<file path="src/rtl/ws2812_frame_scheduler.sv">
// WS2812 frame scheduler: fetches GRB words from a frame buffer and serialises them MSB-first to the bit encoder.
// Latency: first bit offered 3 cycles after an accepted start; 3-cycle gap between pixels; latch gap of TPERIOD+TRESET cycles.
// Backpressure: o_bit/o_bit_valid hold until i_bit_ready. Optional WS2812_SCHED_AUTO_REPEAT_EN adds i_repeat to loop frames.
module ws2812_frame_scheduler #(
    parameter int WIDTH_ADDR     = 10,
    parameter int WIDTH_COUNTER  = 16,
    parameter int TPERIOD_CYCLES = 125,
    parameter int TRESET_CYCLES  = 5000
) (
    input  logic                  clk,
    input  logic                  rst_n,
    input  logic                  i_start,
    input  logic [WIDTH_ADDR-1:0] i_num_leds,
    output logic                  o_busy,
    output logic                  o_done,
    output logic                  o_rd_en,
    output logic [WIDTH_ADDR-1:0] o_rd_addr,
    input  logic [23:0]           i_rd_data,
    output logic                  o_bit_valid,
    output logic                  o_bit,
    input  logic                  i_bit_ready,
`ifdef WS2812_SCHED_AUTO_REPEAT_EN
    input  logic                  i_repeat,
`endif
    output logic                  o_latch
);

    localparam int LAT_TOTAL = TPERIOD_CYCLES + TRESET_CYCLES;
    localparam logic [WIDTH_COUNTER-1:0] LAT_LAST = WIDTH_COUNTER'(LAT_TOTAL - 1);
    localparam logic [WIDTH_COUNTER-1:0] ONE_CNT  = WIDTH_COUNTER'(1);
    localparam logic [WIDTH_ADDR-1:0]    ONE_ADDR = WIDTH_ADDR'(1);

    generate
        if (LAT_TOTAL > (1 << WIDTH_COUNTER) || LAT_TOTAL < 1) begin : g_lat_cnt_chk
            $error("TPERIOD_CYCLES+TRESET_CYCLES does not fit WIDTH_COUNTER");
        end
    endgenerate

    typedef enum logic [2:0] {
        IDLE,
        FETCH,
        WAIT_DATA,
        SHIFT,
        LATCH
    } state_t;

    state_t                   state_q, state_d;
    logic [WIDTH_ADDR-1:0]    n_leds_q, n_leds_d;
    logic [WIDTH_ADDR-1:0]    led_idx_q, led_idx_d;
    logic [23:0]              shift_q, shift_d;
    logic [4:0]               bit_cnt_q, bit_cnt_d;
    logic [WIDTH_COUNTER-1:0] lat_cnt_q, lat_cnt_d;
    logic                     done_q, done_d;
    logic [WIDTH_ADDR-1:0]    led_idx_inc;

    assign led_idx_inc = led_idx_q + ONE_ADDR;

    always_comb begin
        state_d     = state_q;
        n_leds_d    = n_leds_q;
        led_idx_d   = led_idx_q;
        shift_d     = shift_q;
        bit_cnt_d   = bit_cnt_q;
        lat_cnt_d   = lat_cnt_q;
        done_d      = 1'b0;
        o_rd_en     = 1'b0;
        o_rd_addr   = '0;
        o_bit_valid = 1'b0;
        o_bit       = 1'b0;
        o_latch     = 1'b0;
        case (state_q)
            IDLE: begin
                if (i_start) begin
                    n_leds_d  = i_num_leds;
                    led_idx_d = '0;
                    if (i_num_leds == '0) begin
                        done_d = 1'b1;
                    end else begin
                        state_d = FETCH;
                    end
                end
            end
            FETCH: begin
                o_rd_en   = 1'b1;
                o_rd_addr = led_idx_q;
                state_d   = WAIT_DATA;
            end
            WAIT_DATA: begin
                shift_d   = i_rd_data;
                bit_cnt_d = 5'd23;
                state_d   = SHIFT;
            end
            SHIFT: begin
                o_bit_valid = 1'b1;
                o_bit       = shift_q[23];
                if (i_bit_ready) begin
                    shift_d   = {shift_q[22:0], 1'b0};
                    bit_cnt_d = bit_cnt_q - 5'd1;
                    if (bit_cnt_q == 5'd0) begin
                        // led_idx stops at n_leds-1 on the final pixel so the address never passes the frame
                        if (led_idx_inc == n_leds_q) begin
                            state_d   = LATCH;
                            lat_cnt_d = '0;
                        end else begin
                            led_idx_d = led_idx_inc;
                            state_d   = FETCH;
                        end
                    end
                end
            end
            LATCH: begin
                o_latch = 1'b1;
                if (lat_cnt_q == LAT_LAST) begin
                    done_d    = 1'b1;
                    lat_cnt_d = '0;
                    state_d   = IDLE;
`ifdef WS2812_SCHED_AUTO_REPEAT_EN
                    if (i_repeat) begin
                        led_idx_d = '0;
                        state_d   = FETCH;
                    end
`endif
                end else begin
                    lat_cnt_d = lat_cnt_q + ONE_CNT;
                end
            end
            default: state_d = IDLE;
        endcase
    end

    always_ff @(posedge clk or negedge rst_n) begin
        if (!rst_n) begin
            state_q   <= IDLE;
            n_leds_q  <= '0;
            led_idx_q <= '0;
            shift_q   <= '0;
            bit_cnt_q <= '0;
            lat_cnt_q <= '0;
            done_q    <= 1'b0;
        end else begin
            state_q   <= state_d;
            n_leds_q  <= n_leds_d;
            led_idx_q <= led_idx_d;
            shift_q   <= shift_d;
            bit_cnt_q <= bit_cnt_d;
            lat_cnt_q <= lat_cnt_d;
            done_q    <= done_d;
        end
    end

    assign o_busy = (state_q != IDLE);
    assign o_done = done_q;

endmodule

</file>
<file path="config.mk">
export PLATFORM = sky130hd
export DESIGN_NAME = ws2812_frame_scheduler
export DESIGN_NICKNAME = d
export VERILOG_FILES = /design/src/rtl/ws2812_frame_scheduler.sv
export SDC_FILE = /design/constraint.sdc
export NUM_CORES = 1
export LEC_CHECK = 0
export ABC_AREA = 1
export BUFFER_PORTS_ARGS = -buffer_cell sky130_fd_sc_hd__buf_4
export CAP_MARGIN = 20
export CORE_MARGIN = 2
export CORE_UTILIZATION = 35
export CTS_CLUSTER_DIAMETER = 50
export DETAILED_ROUTE_END_ITERATION = 7
export PLACE_DENSITY = 0.62
export SLEW_MARGIN = 25
export SYNTH_ARGS = -nofsm -noshare
export SYNTH_HDL_FRONTEND = slang
export SYNTH_SLANG_ARGS = --single-unit
</file>
<file path="constraint.sdc">
create_clock -name clk -period 2.6 [get_ports clk]
set_input_delay 0.52 -clock clk [delete_from_list [all_inputs] [get_ports clk]]
set_output_delay 0.52 -clock clk [all_outputs]
set_load 0.01 [all_outputs]
</file>
## Word-level counts from Yosys, hierarchy flattened

Cells that the tools add are included.

| word-level totals | value |
|---|---|
| register bits after elaboration | 69 |
| bits of input ports | 38 |
| logic and storage cells | 65 |

| cells by class | value |
|---|---|
| equal/unequal tests | 13 |
| add/subtract/negate cells | 3 |
| mux-type cells | 30 |
| reduce and logical (&&, ||, !) cells | 12 |

Operator list:

| operator | count |
|---|---|
| $mux W16 | 4 |
| $mux W10 | 5 |
| $pmux W24 S2 | 1 |
| $pmux W16 S2 | 1 |
| $mux W24 | 1 |
| $pmux W10 S2 | 1 |
| $mux W3 | 6 |
| $add A16 B1 Y16 const B | 1 |
| $eq A16 B13 Y1 const B | 1 |
| $pmux W3 S5 | 1 |
| $ne A2 B2 Y1 const B | 7 |
| $add A10 B1 Y10 const B | 1 |
| $eq A10 B10 Y1 | 1 |
| $logic_not A10 Y1 | 1 |
| $pmux W5 S2 | 1 |
| $reduce_and A5 Y1 | 2 |
| $mux W1 | 7 |
| $eq A3 B2 Y1 const B | 2 |
| $reduce_bool A2 Y1 | 3 |
| $logic_not A5 Y1 | 1 |
| $mux W5 | 1 |
| $sub A5 B1 Y5 const B | 1 |
| $reduce_and A2 Y1 | 2 |
| $reduce_and A4 Y1 | 1 |
| other kinds (5) | 5 |

## Depth between registers and ports, before layout

Gate-level depths: netlist (run 1).

| depth | value |
|---|---|
| word-level depth | 6 |
| gate-level depth with buffers | 16 |
| gate-level depth less buffers | 15 |

## Worst setup path before layout (run 1)

OpenSTA, ideal clock, no wires.

| timing path | value |
|---|---|
| path kind | register to register |
| start | register led_idx_q[0] |
| end | register lat_cnt_q[8] |
| path slack | 0.732 ns |
| stages on the path, launching flop included | 17 |
| required time | 2.483 ns |
| arrival time | 1.751 ns |
| buffers on the path | 1 |
| cells stage by stage | dfrtp_1 -> ha_1 -> nand2_1 -> inv_2 -> nand2_1 -> nand2_1 -> inv_1 -> nand2_1 -> nand2_1 -> nand3_1 -> nor2_2 -> nand4_2 -> nand2_2 -> nand2_4 -> buf_6 -> nand2_2 -> nand2_1 |

| on the way | value |
|---|---|
| word-level cells in the longest chain between the ends | 4 |

RTL lines:

| element | RTL line | text |
|---|---|---|
| start: declaration | 49 | `logic [WIDTH_ADDR-1:0] led_idx_q, led_idx_d;` |
| start signal: assignment | 143 | `led_idx_q <= led_idx_d;` |
| $add A10 B1 Y10 | 56 | `assign led_idx_inc = led_idx_q + ONE_ADDR;` |
| $eq A10 B10 Y1 | 101 | `if (led_idx_inc == n_leds_q) begin` |
| $ne A2 B2 Y1 (no source line) | n/a |  |
| $reduce_and A4 Y1 (no source line) | n/a |  |
| end signal: assignment | 146 | `lat_cnt_q <= lat_cnt_d;` |
| end: declaration | 52 | `logic [WIDTH_COUNTER-1:0] lat_cnt_q, lat_cnt_d;` |

No other way between the ends.
A chain may end at the register's enable or synchronous reset.

## Worst setup path in the final report (run 1)

| timing path | value |
|---|---|
| start | register state_q[2] |
| end | output o_rd_addr[2] |

| on the way | value |
|---|---|
| word-level cells in the longest chain between the ends | 2 |

RTL lines:

| element | RTL line | text |
|---|---|---|
| start: declaration | 47 | `state_t state_q, state_d;` |
| start signal: assignment | 141 | `state_q <= state_d;` |
| $eq A3 B1 Y1 | 71 | `case (state_q)` |
| $mux W10 | 71 |  |
| end: declaration | 17 | `output logic [WIDTH_ADDR-1:0] o_rd_addr,` |

No other way between the ends.

==> impl_metrics.env, run 1 <==
export IMPL_portBuffers=53
export IMPL_syn_nets=584
export IMPL_seq_area_frac_synth_pct=43.02
export IMPL_htreeDepth=3
export IMPL_slew_headroom_pct=40.39
export IMPL_critPathMaxStageDelay_ns=0.41
export IMPL_vias=3686
export IMPL_crit_family="simple AND/OR/NAND/NOR gates"
export IMPL_path_clk_slew_ns=0.06
export IMPL_syn_area_per_cell_um2=7.419
export IMPL_cts_resized_gates=0
export IMPL_r2r_cells=11
export IMPL_finalHoldViolCount=0
export IMPL_min_period_ns=2.258
export IMPL_cap_violations=0
export IMPL_final_cells=745
export IMPL_crit_path_max_fanout=11
export IMPL_pwr_share_clk_pct=24.8
export IMPL_comb_power_share_pct=42.5
export IMPL_ant_nets=0
export IMPL_gp_congestion=0.8703
export IMPL_setup_violations=0
export IMPL_powerDensity_mw_per_mm2=1124
export IMPL_hold_class="in2async"
export IMPL_routed_wl_mm=10.05
export IMPL_worstSetupEndpointType="output port"
export IMPL_root_buffer="clkbuf_16"
export IMPL_r2r_start="led_idx_q[0]"
export IMPL_grt_max_degree=70
export IMPL_syn_area_mm2=0.004014
export IMPL_dpl_cell_area_mm2=0.004586
export IMPL_dp_cells=729
export IMPL_design_core_area_mm2=0.01132
export IMPL_cts_made_buffers=9
export IMPL_initialDrtViolationCount=261
export IMPL_io_pins=54
export IMPL_overflow=0
export IMPL_dieArea_mm2=0.01234
export IMPL_finalSetupTns_ns=0
export IMPL_drive_gt1_share_pct=19.44
export IMPL_sw_frac_of_total_pct=41.57
export IMPL_power_leakage_nw=2.516
export IMPL_p_sw_w=0.002297
export IMPL_synth_cells=541
export IMPL_die_x_um=111.1
export IMPL_tritoncts="built"
export IMPL_die_h_um=111.1
export IMPL_reg2reg_to="led_idx_q[6]"
export IMPL_fmax_ghz=0.4429
export IMPL_ir_drop_uv=445.1
export IMPL_grt_pass1_wl_mm=17.23
export IMPL_grt_antenna_before_repair=0
export IMPL_cts_sink_count=69
export IMPL_post_cts_setup_buffer_count=0
export IMPL_slowest_stage="dfrtp_1"
export IMPL_wl_met1_mm=4.861
export IMPL_cp_arrival_ns=1.74
export IMPL_wl_per_cell_um=13.48
export IMPL_area_growth_pct=22.44
export IMPL_p_int_w=0.003228
export IMPL_post_route_period_util_pct=86.83
export IMPL_yosysWarnings=0
export IMPL_row_count=39
export IMPL_detail_route_vias_per_cell=4.948
export IMPL_antenna_cells=0
export IMPL_ys_types=38
export IMPL_max_slew_worst_pin_slew_ns=0.8941
export IMPL_ctsHoldBuffers=0
export IMPL_crit_chain="nor3_1 -> inv_1 -> nor2_1 -> buf_4"
export IMPL_outcome="finished clean"
export IMPL_startpoint_type="flop"
export IMPL_fin_util_pct=43.41
export IMPL_hpwl_mm=7.363
export IMPL_grt_pass1_vias=3585
export IMPL_r2r_slack_ns=0.47
export IMPL_ys_ff_latch=69
export IMPL_initial_core_util_pct=35.46
export IMPL_pwr_share_seq_pct=32.8
export IMPL_drc_errors=0
export IMPL_cp_required_ns=2.08
export IMPL_routed_top_layer="met4"
export IMPL_drt_pass1_iter_count=4
export IMPL_skew_ns=0.005568
export IMPL_drv_slew=0
export IMPL_grt_setup_unrepaired="false"
export IMPL_crit_type="reg2out"
export IMPL_grt_usage_pct=16.98
export IMPL_clk_latency_ns=0.33
export IMPL_wl_met2_mm=4.520
export IMPL_final_cell_area_mm2=0.004915
export IMPL_crit_buf_inv=2
export IMPL_route_met3_wl_um=591
export IMPL_cts_buffer_depth=2
export IMPL_nNetsFinal=640
==> routing by layer <==
layer,vias to the layer above,GRT usage [%]
met5,-,0
met4,0,3.539
met3,11,4.921
met2,89,26.09
met1,1700,23.99
li1,1886,-
==> how the worst max path moves through the flow <==
stage,startpoint,end,cells after the start
floorplan,led_idx_q[0],lat_cnt_q[8],16
global placement,led_idx_q[0],lat_cnt_q[0],15
detailed placement,led_idx_q[0],led_idx_q[5],12
CTS,state_q[0],o_rd_addr[2],5
global route,state_q[0],o_rd_addr[2],5
finish,state_q[2],o_rd_addr[2],4
==> cell usage after synthesis <==
cell,count,share of area (%)
nand3_1,38,4.7
o22ai_1,17,2.6
buf_6,1,0.28
nor2_1,67,6.3
nand3_4,1,0.44
xnor2_1,1,0.22
nand2_1,133,12
nand4_1,21,3.3
nor2_2,3,0.47
a32o_1,1,0.25
inv_2,2,0.19
or2_1,1,0.16
nor3_2,1,0.25
mux2_2,2,0.56
nor3_1,5,0.62
nor3_4,1,0.41
o21ai_1,2,0.25
ha_1,5,1.6
dfrtp_1,69,43
a22oi_1,1,0.19
or2_2,4,0.62
nand4_2,2,0.62
nor4_1,5,0.78
nor2_4,2,0.56
buf_1,2,0.19
o21ai_0,22,2.7
clkbuf_1,11,1.0
xor2_1,4,0.87
nand3b_1,2,0.37
nand2_4,1,0.28
clkinv_1,1,0.093
a31oi_1,1,0.16
nand2_2,15,2.3
xnor3_1,1,0.56
nand3_2,4,1.0
buf_2,4,0.50
a21oi_1,27,3.4
inv_1,61,5.7
==> power groups by stage <==
| stage | registers (W) | clock network (W) | logic, W |
|---|---|---|---|
| 6_report | 0.00181 | 0.00137 | 0.00235 |
| 5_1_grt | 0.00186 | 0.00145 | 0.00270 |
| 4_1_cts | 0.00181 | 0.00140 | 0.00236 |
| 3_5_place_dp | 0.00182 | 0 | 0.00234 |
| 3_3_place_gp | 0.00181 | 0 | 0.00230 |
| 2_1_floorplan | 0.00172 | 0 | 0.00177 |
==> cell usage in the layout (no fill, tap or decap), types with 2 or more instances in the layout <==
cell type  count
a21oi_1       27
buf_4         63
bufinv_16      2
clkbuf_16      9
dfrtp_1       69
ha_1           5
inv_1         61
inv_2          2
inv_6          4
mux2_2         2
nand2_1      133
nand2_2       15
nand3_1       38
nand3_2        4
nand3b_1       2
nand4_1       21
nand4_2        2
nor2_1        67
nor2_2         3
nor2_4         2
nor3_1         5
nor4_1         5
o21ai_0       22
o21ai_1        2
o22ai_1       17
or2_2          4
xor2_1         4
==> registers in the layout (all words and copies together), names as in the netlist <==
| signal | flops |
|---|---|
| n_leds_q | 10 |
| bit_cnt_q | 5 |
| o_done | 1 |
| led_idx_q | 10 |
| shift_q | 24 |
| state_q | 3 |
| lat_cnt_q | 16 |
==> area by class of cell <==
type                       instances  area [um2]
clock buffer                       9       225.2
clock inverter                     7       103.9
fill                            1147        6406
inverter                          64       240.2
multi-input combinational        390        1967
sequential                        69        1727
tap                              143       178.9
timing repair buffer              63       473.0
==> cell families after synthesis <==
logic type	after synthesis	share of synthesized area, %
AO/OA/AOI/OAI	71	9.601
XOR/XNOR	6	1.652
adder cells (fa/ha/maj)	5	1.559
buffers and inverters	82	7.980
flip-flops	69	43.02
multiplexers	2	0.5611
AND/OR/NAND/NOR	306	35.63
==> metrics by stage <==
stage,setup slack [ns],power (W),hold slack (ns)
final,0.3423,0.005525,0.3047
after floorplan,0.7320,0.003490,0.2244
after CTS,0.2594,0.005571,0.3509
after detailed placement,0.4792,0.004168,0.4831
after global placement,0.5580,0.004104,0.4718
after global routing,0.1511,0.006012,0.3930
==> worst reg2reg max path, stage by stage, from the launching register on <==
cell and delay [ns]:
dfrtp_1 0.47, ha_1 0.28, nand3_1 0.11, o21ai_0 0.26
nand2_1 0.13, nand2_1 0.08, nand3_1 0.10, nor2_2 0.15
nand4_2 0.15, nand3_2 0.20, nand2_1 0.08, nand2_1 0.06
(Power assumes the default switching activity.)
==> run 2: changes to the inputs <==
- CTS_BUF_LIST: not set -> sky130_fd_sc_hd__clkbuf_8
- PLACE_DENSITY: 0.62 -> not set
- PLACE_DENSITY_LB_ADDON: not set -> 0.05
==> run 2 against run 1 <==
  * Flip-flop and latch count did not move
  * Hold slack got worse by 0.23 ns
  * Clock skew rose by 0.0036 ns
  * Final cell count fell by 0.13%
  * Total power fell by 7.2%
  * Clock-buffer cell count did not move
  * Combinational power barely moved
  * Sequential power barely moved
  * First-iteration DRC count fell by 18%
  * Non-clock buffer count fell by 1
  * Maximum frequency fell by 3.1%
  * Register-to-register slack got worse by 0.11 ns
  * Critical path type unchanged
==> impl_metrics.env, run 2 (same netlist as run 1, synthesis figures left out) <==
export IMPL_portBuffers=53
export IMPL_slowest_stage="dfrtp_1"
export IMPL_hpwl_mm=7.839
export IMPL_crit_family="simple AND/OR/NAND/NOR gates"
export IMPL_report_power_total_w=0.005128
export IMPL_grt_setup_unrepaired="false"
export IMPL_fmax_ghz=0.4292
export IMPL_io_pins=54
export IMPL_grt_pass1_vias=3665
export IMPL_drive_gt1_share_pct=19.47
export IMPL_cts_buffer_depth=2
export IMPL_die_x_um=111.1
export IMPL_dp_cells=728
export IMPL_crit_path_max_fanout=11
export IMPL_crit_chain="inv_1 -> nor3_1 -> inv_2 -> nor2_1 -> buf_4"
export IMPL_drv_slew=0
export IMPL_post_route_period_util_pct=89.61
export IMPL_final_cells=744
export IMPL_die_h_um=111.1
export IMPL_cts_made_buffers=9
export IMPL_vias=3655
export IMPL_slew_headroom_pct=55.45
export IMPL_grt_usage_pct=18.34
export IMPL_outcome="finished clean"
export IMPL_nNetsFinal=639
export IMPL_whs_ns=0.07239
export IMPL_setup_violations=0
export IMPL_critPathMaxStageDelay_ns=0.43
export IMPL_power_leakage_nw=2.464
export IMPL_post_cts_setup_buffer_count=0
export IMPL_design_core_area_mm2=0.01132
export IMPL_grt_max_degree=47
export IMPL_area_growth_pct=19.92
export IMPL_tritoncts="built"
export IMPL_row_count=39
export IMPL_dpl_cell_area_mm2=0.004591
export IMPL_powerDensity_mw_per_mm2=1065
export IMPL_dieArea_mm2=0.01234
export IMPL_routed_wl_mm=10.59
export IMPL_finalSetupTns_ns=0
export IMPL_layout_common_cells="nand2_1, dfrtp_1, nor2_1"
export IMPL_initial_core_util_pct=35.46
export IMPL_layout_commonest_cell="nand2_1"
export IMPL_initialDrtViolationCount=215
export IMPL_hold_class="in2async"
export IMPL_path_clk_slew_ns=0.08
export IMPL_crit_buf_inv=3
export IMPL_startpoint_type="flop"
export IMPL_finalHoldViolCount=0
export IMPL_cp_arrival_ns=1.81
export IMPL_top_regs="shift_q (24), lat_cnt_q (16)"
export IMPL_clk_latency_ns=0.35
export IMPL_ir_drop_uv=442.3
export IMPL_grt_antenna_before_repair=0
export IMPL_antenna_cells=0
export IMPL_min_period_ns=2.330
export IMPL_ctsHoldBuffers=0
export IMPL_gp_congestion=0.8215
export IMPL_skew_ns=0.009216
export IMPL_wl_per_cell_um=14.23
export IMPL_grt_pass1_wl_mm=18.17
export IMPL_r2r_cells=14
export IMPL_crit_type="reg2out"
export IMPL_regMostFlops="shift_q"
export IMPL_root_buffer="clkbuf_8"
export IMPL_htreeDepth=3
export IMPL_overflow=0
export IMPL_cts_sink_count=69
export IMPL_drc_errors=0
export IMPL_cp_depth=5
export IMPL_max_slew_worst_pin_slew_ns=0.6659
export IMPL_drt_pass1_iter_count=4
export IMPL_r2r_slack_ns=0.36
export IMPL_largest_reg_flops=24
export IMPL_detail_route_vias_per_cell=4.913
export IMPL_worstSetupEndpointType="output port"
export IMPL_final_cell_area_mm2=0.004813
export IMPL_ant_nets=0
export IMPL_cap_violations=0
export IMPL_cp_required_ns=2.08
-- run 2: path summary, 6_finish.rpt --
path	from	end
max	state_q[0]	o_rd_addr[0]
min	rst_n	led_idx_q[5]
max reg2reg	led_idx_q[0]	lat_cnt_q[0]
min reg2reg	shift_q[13]	shift_q[13]
max in group asynchronous	rst_n	led_idx_q[3]
min in group clk	i_num_leds[6]	n_leds_q[6]
-- run 2: layout make-up --
type	instances	area, um2
Clock inverter	7	98.84
Tap cell	143	178.9
Sequential cell	69	1727
Fill cell	1212	6507
Timing Repair Buffer	62	478.0
Clock buffer	9	123.9
Inverter	64	240.2
Multi-Input combinational cell	390	1967
-- run 2: power breakdown --
part	switching (W)	internal [W]
Combinational	0.00146	0.000875
Sequential	0.000320	0.00148
Clock	0.000447	0.000545
Total	0.00223	0.00290
-- run 2: repair_timing --
action | in CTS | in global routing
endpoints found under the hold margin | 0 | 0
resized for setup | 0 | 1
setup endpoints to repair | 0 | 5
-- run 2: routing by layer --
metal / global-route usage, % / routed length (um) / up-vias
li1: - / - / 1871
met5: 0 / 0 / -
met2: 28.92 / 4957 / 66
met3: 4.483 / 511 / 7
met4: 5.761 / 83 / 0
met1: 25.01 / 5033 / 1711
-- run 2: through the flow --
stage               setup WS [ns]  util (%)
floorplan                  0.7320         -
global placement           0.4230     40.55
detailed placement         0.3826     40.55
CTS                        0.1637     42.52
global route               0.1058     42.52
finish                     0.2702     42.52
